`src/rtl/sha256_msg_padder.sv`:
```
// SHA-256 message padder: packs a byte stream big-endian into 32-bit words,
// appends 0x80, zero fill and the 64-bit bit length, and emits 16-word blocks
// over a valid/ready word handshake.
module sha256_msg_padder #(
    parameter int CNT_W = 32
) (
    input  logic        clk,
    input  logic        rst,
    input  logic [7:0]  in_data,
    input  logic        in_valid,
    input  logic        in_last,
    input  logic        in_empty,
    output logic        in_ready,
    output logic [31:0] word_data,
    output logic        word_valid,
    input  logic        word_ready,
    output logic        word_first,
    output logic        word_eob,
    output logic        word_eom
);

    typedef enum logic [1:0] {
        LOAD   = 2'd0,
        PAD    = 2'd1,
        LEN_HI = 2'd2,
        LEN_LO = 2'd3
    } state_t;

    state_t           state;
    state_t           state_nxt;

    logic [CNT_W-1:0] byte_cnt;
    logic [1:0]       byte_idx;
    logic [3:0]       wcnt;
    logic [23:0]      asm_reg;
    logic             pad_done;

    logic             out_free;
    logic             in_acc;
    logic             byte_wr;
    logic [7:0]       byte_val;
    logic             pad_end;
    logic             ld_hi;
    logic             ld_lo;
    logic             msg_done;
    logic [63:0]      msg_len;

    // State register
    always_ff @(posedge clk or posedge rst) begin
        if (rst) begin
            state <= LOAD;
        end else begin
            state <= state_nxt;
        end
    end

    // Next-state logic
    always_comb begin
        state_nxt = state;
        case (state)
            LOAD:    if (in_acc && in_last) state_nxt = PAD;
            PAD:     if (pad_end) state_nxt = LEN_HI;
            LEN_HI:  if (out_free) state_nxt = LEN_LO;
            LEN_LO:  if (msg_done) state_nxt = LOAD;
            default: state_nxt = LOAD;
        endcase
    end

    // Handshake, byte-source and word-load strobes decoded from state
    always_comb begin
        out_free = !word_valid || word_ready;
        in_ready = (state == LOAD) && out_free && !rst;
        in_acc   = in_valid && in_ready;
        pad_end  = pad_done && (byte_idx == 2'd0) && (wcnt == 4'd14);
        msg_len  = 64'(byte_cnt) << 3;
        byte_wr  = 1'b0;
        byte_val = 8'h00;
        ld_hi    = 1'b0;
        ld_lo    = 1'b0;
        msg_done = 1'b0;
        case (state)
            LOAD: begin
                byte_wr  = in_acc && !in_empty;
                byte_val = in_data;
            end
            PAD: begin
                byte_wr  = out_free && !pad_end;
                byte_val = pad_done ? 8'h00 : 8'h80;
            end
            LEN_HI: begin
                ld_hi = out_free;
            end
            LEN_LO: begin
                // word_eom marks that the length-low word is already presented;
                // its handshake ends the message, otherwise load it.
                msg_done = word_valid && word_eom && word_ready;
                ld_lo    = out_free && !(word_valid && word_eom);
            end
            default: ;
        endcase
    end

    // Output word register: loaded from the assembled word or the length field
    always_ff @(posedge clk or posedge rst) begin
        if (rst) begin
            word_data  <= '0;
            word_valid <= 1'b0;
            word_first <= 1'b0;
            word_eob   <= 1'b0;
            word_eom   <= 1'b0;
        end else begin
            if (word_valid && word_ready) begin
                word_valid <= 1'b0;
            end
            if (byte_wr && (byte_idx == 2'd3)) begin
                word_data  <= {asm_reg, byte_val};
                word_valid <= 1'b1;
                word_first <= (wcnt == 4'd0);
                word_eob   <= (wcnt == 4'd15);
                word_eom   <= 1'b0;
            end
            if (ld_hi) begin
                word_data  <= msg_len[63:32];
                word_valid <= 1'b1;
                word_first <= 1'b0;
                word_eob   <= 1'b0;
                word_eom   <= 1'b0;
            end
            if (ld_lo) begin
                word_data  <= msg_len[31:0];
                word_valid <= 1'b1;
                word_first <= 1'b0;
                word_eob   <= 1'b1;
                word_eom   <= 1'b1;
            end
        end
    end

    // Byte assembly, byte/word counters and pad-marker tracking
    always_ff @(posedge clk or posedge rst) begin
        if (rst) begin
            byte_cnt <= '0;
            byte_idx <= '0;
            wcnt     <= '0;
            asm_reg  <= '0;
            pad_done <= 1'b0;
        end else if (msg_done) begin
            byte_cnt <= '0;
            byte_idx <= '0;
            wcnt     <= '0;
            asm_reg  <= '0;
            pad_done <= 1'b0;
        end else begin
            if (byte_wr) begin
                byte_idx <= byte_idx + 2'd1;
                if (byte_idx == 2'd3) begin
                    wcnt <= wcnt + 4'd1;
                end else begin
                    asm_reg <= {asm_reg[15:0], byte_val};
                end
            end
            if (byte_wr && (state == LOAD)) begin
                byte_cnt <= byte_cnt + CNT_W'(1);
            end
            if (byte_wr && (state == PAD)) begin
                pad_done <= 1'b1;
            end
            if (ld_hi || ld_lo) begin
                wcnt <= wcnt + 4'd1;
            end
        end
    end

endmodule

```
`config.mk`:
```
export PLATFORM = sky130hd
export DESIGN_NAME = sha256_msg_padder
export DESIGN_NICKNAME = d
export VERILOG_FILES = /design/src/rtl/sha256_msg_padder.sv
export SDC_FILE = /design/constraint.sdc
export NUM_CORES = 1
export LEC_CHECK = 0
export ABC_AREA = 1
export CAP_MARGIN = 10
export CORE_UTILIZATION = 55
export DETAILED_ROUTE_END_ITERATION = 8
export GPL_TIMING_DRIVEN = 0
export PLACE_DENSITY = 0.74
export SLEW_MARGIN = 20
export SYNTH_ARGS = -nofsm -noshare
export SYNTH_HDL_FRONTEND = slang
export SYNTH_SLANG_ARGS = --single-unit
export TNS_END_PERCENT = 50
```
`constraint.sdc`:
```
create_clock -name clk -period 6.2 [get_ports clk]
set_clock_uncertainty 0.1 [all_clocks]
set_input_delay 0.93 -clock clk [delete_from_list [all_inputs] [get_ports clk]]
set_output_delay 0.93 -clock clk [all_outputs]
set_load 0.03 [all_outputs]
```
Word level (Yosys, flattened, before mapping)
Index checks and enable logic that the tools add are counted.
{ "word_totals": {"register_bits": 101, "latch_bits": 0, "mem_bits_rw": 0, "rom_bits": 0, "inputBits": 14, "out_inout_bits": 37, "word_cells": 100, "mem_count": 0} }
{ "classes": {"n_addsub": 3, "multipliers": 0, "n_div": 0, "order_cmp": 0, "eq_ne": 11, "n_shift": 0, "n_mux": 40, "n_bitwise": 0, "n_reduce_logical": 35} }
{ "op_table": {"columns": ["cell", "count"], "rows": [
  ["32-bit two-way mux", 5],
  ["24-bit two-way mux", 3],
  ["32-bit by 1-bit adder with 32-bit output, second input constant", 1],
  ["1-bit two-way mux", 18],
  ["4-bit two-way mux", 4],
  ["8-bit one-hot mux with 2 select lines", 1],
  ["1-bit logical AND", 15],
  ["2-bit two-way mux", 6],
  ["2-bit != test, second input constant", 5],
  ["3-bit nonzero test", 3],
  ["4-bit == test, second input constant", 2],
  ["8-bit two-way mux", 1],
  ["2-bit one-hot mux with 4 select lines", 1],
  ["2-bit == test, second input constant", 3],
  ["2-bit nonzero test", 3],
  ["1-bit zero test", 5],
  ["4-bit by 1-bit adder with 4-bit output, second input constant", 1],
  ["2-bit zero test", 2],
  ["4-bit zero test", 1],
  ["2-bit AND reduction", 2],
  ["4-bit AND reduction", 1],
  ["4-bit nonzero test", 1],
  ["2-bit by 1-bit adder with 2-bit output, second input constant", 1],
  ["2-bit by 1-bit == test with 1-bit output, second input constant", 1],
  ["other kinds (2)", 3]
]} }

Depth between registers and ports, before layout
{ "depth": {"depth_word": 11, "mapped_depth": 13, "mapped_depth_nobuf": 12} }

Worst setup path before layout
No wires, ideal clock.
{ "synth_timing": {"path_kind": "in2out", "start": "in word_ready", "end": "out in_ready", "arrival_ns": 1.799, "required_ns": 5.170, "path_slack_ns": 3.371, "stages": 4, "path_buffers": 0, "cell_sequence": "inv_2 -> nand2_4 -> inv_1 -> nor3_1"} }
{ "synth_between": {"elab_chain_len": 3} }
{ "synth_rtl": {"columns": ["element", "line_no", "text"], "rows": [
  ["from (decl)", "16", "input logic word_ready,"],
  ["1-bit logical OR", "71", "out_free = !word_valid || word_ready;"],
  ["1-bit logical AND (2 in a row)", "72", "in_ready = (state == LOAD) && out_free && !rst;"],
  ["to (decl)", "13", "output logic in_ready,"]
]} }
Every way passes these cells.

Final worst setup path
Ends and elaborated chain as after synthesis.

==> flow_summary_export.csv <==
group,metric,value,unit
critical_path,timing.rr.start,"state[0]",
synth,ys_ff_latch,101,
sta,relSlewSlack,55.8,%
final_layout,seqCellArea,2530,µm²
synth,synth-xor-area-share,1.73,%
pwr,p_sw,1.17,mW
critical_path,r2r_end,"asm_reg[23]",
pwr,p_sw_share,44.4,%
synth,yosysUniqueCellTypes,30,
place,dpl_cell_area,6250,µm²
grt,grt_usage,31.2,%
floorplan,die-area,10500,µm²
sta,setup_violations,0,
floorplan,ios,51,
cts,cts_tree,"built",
synth,syn_inst,748,
sta,period_needed,3.60,ns
sta,layout_setup_ws,2.60,ns
floorplan,start_util,56.8,%
critical_path,critPathSlowestCell,"clkdlybuf4s50_1",
grt,antenna_found_initial,0,
final_layout,layout.nets,835,
sta,tns,0,ns
floorplan,rows,36,
route,drt_first_pass_iters,5,
pwr,power.density,410,nW/µm²
min_path,hp-start,"word_data[14]",
route,drtIter0Drc,407,
critical_path,worstPathMaxFanout,7,
place,gp_congestion,0.954,
synth,synth-main-ff-cell,"dfrtp_1",
synth,synth_top_family_by_area,"simple AND/OR/NAND/NOR gates",
sta,final_hold_viol_count,0,
pwr,leakagePower,3.07,nW
floorplan,core_area,9770,µm²
grt,grt_pass1_wl,24700,µm
pwr,power_frac_seq,35.8,%
synth,yosysSeqAreaShare,45.5,%
final_layout,multiInputGateArea,2630,µm²
pwr,power,2.65,mW
critical_path,r2r_cells,6,
synth,synth-edff-count,0,
synth,ys_warn_count,0,
critical_path,crit_path_max_incr_delay,0.72,ns
route,drc,0,
critical_path,cp_top_family,"buffers and inverters",
cts,cts.sinks,101,
synth,synth_area,5550,µm²
synth,synth_top_area_cell,"dfrtp_1",
cts,cts_setup_buffers,0,
synth,synth_nets,773,
floorplan,die_h,102,µm
critical_path,worst_setup_path_end_kind,"output port",
cts,clk_latency,0.37,ns
place,dp_slack,2.61,ns
synth,synth-compound-area-share,8.54,%
critical_path,critPathRequiredTime,5.17,ns
critical_path,worst_ep_arrival_time,2.57,ns
cts,htreeDepth,3,
final_layout,drive_gt1_share,7.98,%
sta,rsz0062_at_grt,"false",
final_layout,final_area,6450,µm²
final_layout,syn_to_final_growth,16.2,%
min_path,min_path_type,"reg2reg",
synth,synthTopCellsByCount,"nand2_1, dfrtp_1, nor2_1, nand3_1, inv_1",
pwr,vdd_drop_max,0.248,mV
pwr,p_int,1.47,mW
status,status,"completed",
sta,worst_pin_slew,0.663,ns
final_layout,n_antenna_cell,0,
sta,drv_slew,0,
route,wl_per_cell,15.7,µm
grt,overflow,0,
pwr,power_frac_comb,47.9,%
route,ant_nets,0,
route,via_count,5230,
sta,fmax,0.278,GHz
critical_path,crit_path_frequent_cell,"clkdlybuf4s50_1",
cts,cts_buffers,9,
job,drv_cap,0,
synth,yosys.cell_count.top_type,"nand2_1",
critical_path,path_cells,"clkdlybuf4s50_1, inv_2, nand2_4, inv_1, nor3_1, clkdlybuf4s50_1",
route,routed_wl,14900,µm
cts,cts_root_buffer,"clkbuf_8",
critical_path,regToRegSetupSlack,3.97,ns
min_path,min_to,"word_data[14]",
min_path,whs_path_depth,2,
floorplan,die_x,102,µm
synth,synthArstFlopShare,100,%
critical_path,crit_path_start_kind,"input port",
grt,grt_pass1_vias,4918,
synth,synth_fa_ha_area_share,2.48,%
critical_path,cp_num_buf_inv,4,
pwr,clock_power_share,16.2,%
route,viasPerCell,5.52,
grt,grt_max_degree,53,
cts,cts_resized,0,
synth,syn_avg_cell_area,7.43,µm²
sta,post-route-period-util,58.1,%
synth,muxShareOfSynthArea,0,%
place,hpwl,11100,µm
synth,synth_top_cell_area_share,45.5,%
cts,hold_buffers,0,
synth,synthSimpleGateAreaFrac,34.6,%
final_layout,fillCellCount,881,
cts,path_clk_slew,0.09,ns
place,io_buffers,50,
cts,cts_max_path_buffers,2,
critical_path,path_class,"in2out",
synth,synth.area.top_cells,"dfrtp_1, nand2_1, nor2_1, nand3_1, o21ai_0",
-- through the flow --
| stage | utilization (%) | hold WS, ns | std cells |
|---|---|---|---|
| after floorplan | - | 0.377 | 748 |
| after global placement | 63.6 | 0.356 | 931 |
| after detailed placement | 64.0 | 0.358 | 932 |
| after CTS | 66.0 | 0.381 | 948 |
| after global routing | 66.0 | 0.407 | 948 |
| final | 66.0 | 0.377 | 948 |
-- cells in the final DEF, fill, tap and decap left out, types with 2 or more instances in the layout --
master and count:
inv_2 4, nand3_1 53, o21ai_0 41, nand2_4 3, nor2_2 2, clkbuf_8 10
xor2_1 6, clkbuf_1 8, o21ai_1 18, nand2_2 6, clkinv_4 2, nand4_1 26
or2_2 4, dfrtp_1 101, o21bai_1 2, inv_1 51, clkdlybuf4s50_1 50, a22oi_1 15
a21oi_1 7, buf_4 12, nor2_1 72, xnor2_1 5, buf_2 11, ha_1 11
nand2_1 282
-- metal layers --
layer	share of wire [%]	up-vias	global-route usage, %
met4	2.5	0	9.89
met2	46	207	48.8
li1	-	2527	-
met3	7.0	39	5.69
met5	0	-	0
met1	45	2457	44.3
-- worst reg2reg max path, stage by stage (launching register included) --
cell and delay [ns]:
dfrtp_1 0.42, ha_1 0.27, nand4_1 0.26, buf_2 0.27
clkbuf_1 0.54, nand3_1 0.20, nand2_1 0.11
-- cells by family (layout without fill, tap and decap cells) --
kind of cell / count (synthesis) / after routing
AND/OR/NAND/NOR: 453 / 453
flip-flops: 101 / 101
buffers and inverters: 88 / 155
AO/OA/AOI/OAI: 84 / 84
adder cells (fa/ha/maj): 11 / 11
XOR/XNOR: 11 / 11
-- layout make-up --
cell class / instances / share of cell area [%]
Multi-Input combinational cell: 559 / 40.7
Timing Repair Buffer: 51 / 8.18
Clock inverter: 5 / 0.930
Buffer: 32 / 2.89
Clock buffer: 11 / 2.19
Sequential cell: 101 / 39.2
Inverter: 56 / 3.33
Tap cell: 133 / 2.58
-- power groups by stage --
stage	Sequential [mW]	Combinational (mW)	Clock (mW)
after global routing	0.968	1.40	0.459
after CTS	0.946	1.27	0.440
after floorplan	1.08	0.728	0
final	0.949	1.27	0.429
after detailed placement	0.958	1.26	0
after global placement	0.951	1.22	0
-- worst max path at each step --
| stage | depth (start not counted) | from | end |
|---|---|---|---|
| floorplan | 1 | rst | asm_reg[0] |
| global placement | 2 | rst | byte_cnt[22] |
| detailed placement | 6 | word_ready | in_ready |
| CTS | 6 | word_ready | in_ready |
| global route | 6 | word_ready | in_ready |
| finish | 6 | word_ready | in_ready |
(Power assumes the default switching activity.)
